### config.mk
export PLATFORM = sky130hd
export DESIGN_NAME = pc_lut_ctrl
export DESIGN_NICKNAME = d
export VERILOG_FILES = /design/src/rtl/pc_lut_ctrl.sv
export SDC_FILE = /design/constraint.sdc
export NUM_CORES = 1
export LEC_CHECK = 0
export CAP_MARGIN = 30
export CORE_ASPECT_RATIO = 0.6
export CORE_UTILIZATION = 45
export CTS_CLUSTER_SIZE = 24
export DETAILED_ROUTE_END_ITERATION = 16
export PLACE_DENSITY = 0.69
export SETUP_SLACK_MARGIN = 0.5
export SYNTH_ARGS = -nofsm -noshare
export SYNTH_HDL_FRONTEND = slang
export SYNTH_SLANG_ARGS = --single-unit
### constraint.sdc
create_clock -name clk -period 4.5 [get_ports clk]
set_clock_uncertainty 0.15 [all_clocks]
set_input_delay 0.45 -clock clk [delete_from_list [all_inputs] [get_ports clk]]
set_output_delay 0.45 -clock clk [all_outputs]
set_load 0.05 [all_outputs]
### src/rtl/pc_lut_ctrl.sv
// Program-counter sequencer with a writable jump table (relative/absolute entries).
// Define PC_LUT_INIT_EN to preload a fixed set of relative offsets at reset.
module pc_lut_ctrl #(
  parameter int unsigned PC_W  = 8,
  parameter int unsigned DEPTH = 32,
  localparam int unsigned PTR_W = $clog2(DEPTH)
) (
  input  logic             clk,
  input  logic             reset_n,
  input  logic             start,
  input  logic [PC_W-1:0]  start_pc,
  input  logic             stall,
  input  logic             halt,
  input  logic             branch,
  input  logic [PTR_W-1:0] ptr,
  input  logic             wr_en,
  input  logic [PTR_W-1:0] wr_ptr,
  input  logic [PC_W-1:0]  wr_data,
  input  logic             wr_abs,
  output logic [PC_W-1:0]  pc,
  output logic             running,
  output logic             done,
  output logic             wrap
);

  typedef enum logic [1:0] {StIdle, StRun, StDone} state_e;

  state_e          state_q, state_d;
  logic [PC_W-1:0] pc_q, pc_d;
  logic            done_q, done_d;
  logic            wrap_q, wrap_d;

  // Entry layout: {abs mode bit, value}
  logic [PC_W:0]   tbl_q [DEPTH];

`ifdef PC_LUT_INIT_EN
  function automatic logic [PC_W:0] init_entry(int unsigned idx);
    logic [PC_W-1:0] v;
    case (idx)
      1:       v = PC_W'(-11);
      2:       v = PC_W'(7);
      3:       v = PC_W'(-18);
      4:       v = PC_W'(11);
      5:       v = PC_W'(2);
      6:       v = PC_W'(15);
      default: v = '0;
    endcase
    return {1'b0, v};
  endfunction
`else
  function automatic logic [PC_W:0] init_entry(int unsigned idx);
    return (idx < DEPTH) ? '0 : '0;
  endfunction
`endif

  // Table write; Branch reads tbl_q combinationally so a same-cycle write is not yet visible.
  always_ff @(posedge clk or negedge reset_n) begin
    if (!reset_n) begin
      for (int unsigned i = 0; i < DEPTH; i++) tbl_q[i] <= init_entry(i);
    end else if (wr_en) begin
      tbl_q[wr_ptr] <= {wr_abs, wr_data};
    end
  end

  logic [PC_W:0]   entry;
  logic            ent_abs;
  logic [PC_W-1:0] ent_val;
  logic [PC_W+1:0] rel_sum;
  logic [PC_W:0]   inc_sum;

  assign entry   = tbl_q[ptr];
  assign ent_abs = entry[PC_W];
  assign ent_val = entry[PC_W-1:0];
  // Two guard bits: top bits 11 means the true sum went negative, 01 means it overflowed.
  assign rel_sum = {2'b00, pc_q} + {{2{ent_val[PC_W-1]}}, ent_val};
  assign inc_sum = {1'b0, pc_q} + (PC_W+1)'(1);

  always_comb begin
    state_d = state_q;
    pc_d    = pc_q;
    done_d  = 1'b0;
    wrap_d  = 1'b0;
    unique case (state_q)
      StIdle, StDone: begin
        if (start) begin
          state_d = StRun;
          pc_d    = start_pc;
        end
      end
      StRun: begin
        if (halt) begin
          state_d = StDone;
          done_d  = 1'b1;
        end else if (stall) begin
          pc_d = pc_q;
        end else if (branch) begin
          if (ent_abs) begin
            pc_d = ent_val;
          end else begin
            pc_d   = rel_sum[PC_W-1:0];
            wrap_d = |rel_sum[PC_W+1:PC_W];
          end
        end else begin
          pc_d   = inc_sum[PC_W-1:0];
          wrap_d = inc_sum[PC_W];
        end
      end
      default: state_d = StIdle;
    endcase
  end

  always_ff @(posedge clk or negedge reset_n) begin
    if (!reset_n) begin
      state_q <= StIdle;
      pc_q    <= '0;
      done_q  <= 1'b0;
      wrap_q  <= 1'b0;
    end else begin
      state_q <= state_d;
      pc_q    <= pc_d;
      done_q  <= done_d;
      wrap_q  <= wrap_d;
    end
  end

  assign pc      = pc_q;
  assign running = (state_q == StRun);
  assign done    = done_q;
  assign wrap    = wrap_q;

endmodule

==> flow_summary_export.csv <==
group,metric,value,unit
status,status,"completed",
clocking,clock-sinks,300,
routing,routed-wl-met2,15000,µm
worst_setup_path,crit_path_end_kind,"flop",
clocking,cts_buffers,28,
synth,synth-seq-area-share,52.7,%
synth,synth_fp_nets,1009,
sta,worst_pin_slew,950,ps
synth,yosysWarnings,0,
routing,drc,0,
worst_setup_path,crit_arrival,4070,ps
sta,max_freq,0.263,GHz
clocking,cts_root_buf,"clkbuf_16",
final_layout,drive_above_1_share,46.7,%
synth,synth.top_cell.area_share,52.7,%
sta,hold_violations,0,
power_and_ir_drop,powerDensity,480,nW/µm²
routing,top_layer,"met4",
synth,ys_top_cells_by_area,"dfrtp_1 53%, mux2_2 24%, mux4_2 12%, clkbuf_1 1.2%, nor2_1 1.1%",
die,die_area,32400,µm²
synth,synth_edf_count,0,
sta,rsz0062_at_grt,"yes",
routing,met1_length,17800,µm
die,core-area,31200,µm²
routing,drt.antenna.violating_nets,0,
final_layout,diodes,0,
routing,drt_iter0_drc,737,
worst_setup_path,worst_setup_path_start_kind,"flop",
final_layout,fillCellCount,2577,
routing,vias,8813,
grt,antenna_found_initial,0,
clocking,clk_path_buf_depth,3,
hold_path,hold_class,"flop to flop",
grt,grt_pass1_vias,9158,
synth,synthArstFlopShare,100,%
worst_setup_path,critPathMaxFanout,3,
placement,dpl.hpwl,25200,µm
routing,wl_met3,2630,µm
clocking,cts_max_level,1,
synth,yosys.area.top_type,"dfrtp_1",
sta,whs,352,ps
die,num_io_pins,45,
synth,syn_area_per_cell,14.8,µm²
clocking,cts.clk_slew.worst_paths,60,ps
clocking,cts_setup_buffers,0,
sta,min_period,3800,ps
worst_setup_path,rr_worst_depth,12,
placement,dpl_cell_area,15500,µm²
final_layout,fin_area,16500,µm²
clocking,cts_tree,"built",
die,start_util,45.7,%
hold_path,min_delay_path_depth,1,
flow_run,max_cap_viol_count,0,
grt,grt_pass1_wl,56800,µm
sta,drv_slew,0,
routing,totalWireLength,35900,µm
sta,setup_viol,0,
worst_setup_path,required,4770,ps
final_layout,synthToLayoutAreaGrowth,15.8,%
placement,portBuffers,44,
die,fp-row-count,50,
sta,fin_setup_tns,0,ps
final_layout,final_cells,1469,
sta,fin_crit_sh,84.5,%
power_and_ir_drop,ir_drop,0.000268,V
clocking,clkLatencyLatePin,560,ps
synth,synthDistinctLibCells,49,
placement,dp_cells,1416,
power_and_ir_drop,leakage,7.25,nW
placement,gp_congestion,0.901,
grt,gr-total-overflow,0,
final_layout,nets,1076,
routing,post_drt_wl_per_cell,24.5,µm
worst_setup_path,criticalPathCategory,"flop to flop",
grt,grtUsageTotal,23.3,%
synth,synthFlopType,"dfrtp_1",
sta,maxSlewHeadroom,36.7,%
synth,syn-instance-count,964,
synth,syn_area,14200,µm²
die,die_y,140,µm
grt,grt_start_max_net_pins,118,
routing,vias_per_cell,6.00,
synth,synth-seq-cells,300,
routing,drtPass1Iterations,5,
die,die_w,232,µm
-- through the flow --
step	setup WS, ps	utilization (%)	power (mW)
2_1_floorplan	505	-	4.89
3_3_place_gp	214	49.3	5.45
3_5_place_dp	119	49.8	5.53
4_1_cts	676	52.9	7.94
5_1_grt	487	52.9	8.29
6_report	698	52.9	7.91
-- cell families after synthesis --
logic type | synth area share, %
DFF | 52.7
and+or+nand+nor | 3.91
muxes | 36.4
AOI/OAI and AO/OA | 3.39
xor gates and xnor gates | 0.369
adders and majority gates | 1.02
buffers and inverters | 2.21
-- Yosys cell counts (all sizes together), types with 2 or more instances --
| master | number |
|---|---|
| a211oi | 8 |
| a21o | 3 |
| a21oi | 13 |
| a22oi | 9 |
| a31oi | 4 |
| and3 | 3 |
| buf | 17 |
| clkbuf | 44 |
| dfrtp | 300 |
| ha | 10 |
| inv | 14 |
| mux2 | 304 |
| mux2i | 4 |
| mux4 | 76 |
| nand2 | 27 |
| nand2b | 4 |
| nand3 | 5 |
| nand3b | 3 |
| nand4 | 4 |
| nor2 | 42 |
| nor2b | 2 |
| nor3 | 4 |
| nor3b | 7 |
| nor4 | 4 |
| o211ai | 2 |
| o21ai | 13 |
| o22ai | 11 |
| o31ai | 3 |
| or2 | 2 |
| or3 | 2 |
| xnor2 | 5 |
-- what timing repair did --
item	CTS	global route
resized for setup	0	4
hold buffers	1	0
hold endpoints to repair	112	0
endpoints found under the setup margin	0	2
-- layer usage --
layer / global-route usage (%) / vias up
met1: 37.7 / 4739
met4: 3.98 / 0
met3: 5.16 / 51
met2: 32.0 / 268
met5: 0 / -
li1: - / 3755
-- layout make-up --
type	count	area (µm²)	share of cell area, %
Inverter	14	56.3	0.342
Sequential cell	300	7510	45.6
Clock inverter	8	67.6	0.410
Timing Repair Buffer	98	1030	6.23
Multi-Input combinational cell	589	6440	39.1
Clock buffer	44	862	5.23
Tap cell	416	520	3.16
-- where the power goes --
group | switching [mW] | internal [mW]
clock network | 1.03 | 1.37
logic | 0.919 | 1.02
registers | 0.327 | 3.24
total | 2.27 | 5.63
-- sequential cells by signal (all words and copies together), names as in the netlist --
name and count:
done 1, state_q 2, tbl_q 288, wrap 1, pc 8
-- critical path: stages, from the launching register on --
cell,delay [ps]
dfrtp_1,380
mux4_2,480
mux4_2,530
mux2_4,310
ha_4,180
fa_2,400
a211oi_2,230
nor2_1,90
o31ai_2,280
a21oi_1,120
a2111o_1,300
o2111ai_1,100
o41ai_1,110
-- placed cells by master, fill, tap and decap left out, types with 6 or more instances in the layout --
| cell | n |
|---|---|
| clkdlybuf4s50_1 | 40 |
| o21ai_0 | 12 |
| o22ai_1 | 11 |
| clkbuf_1 | 7 |
| dfrtp_1 | 300 |
| mux4_2 | 76 |
| clkbuf_16 | 29 |
| a22oi_1 | 9 |
| a21oi_1 | 13 |
| buf_4 | 43 |
| clkinv_2 | 6 |
| inv_1 | 13 |
| clkbuf_8 | 8 |
| mux2_2 | 303 |
| a211oi_1 | 7 |
| nand2_1 | 27 |
| ha_1 | 9 |
| nor3b_1 | 7 |
| nor2_1 | 42 |
| buf_16 | 6 |
-- final timing paths --
| path | start | endpoint | slack (ps) |
|---|---|---|---|
| min | tbl_q[137] | tbl_q[137] | 350 |
| max | tbl_q[0] | wrap | 700 |
| max in group asynchronous | reset_n | tbl_q[233] | 2730 |
| max reg2reg | tbl_q[0] | wrap | 700 |
| min reg2reg | tbl_q[137] | tbl_q[137] | 350 |
| min in group asynchronous | reset_n | tbl_q[212] | 380 |
Note: power is estimated with default switching activity, not from simulation.
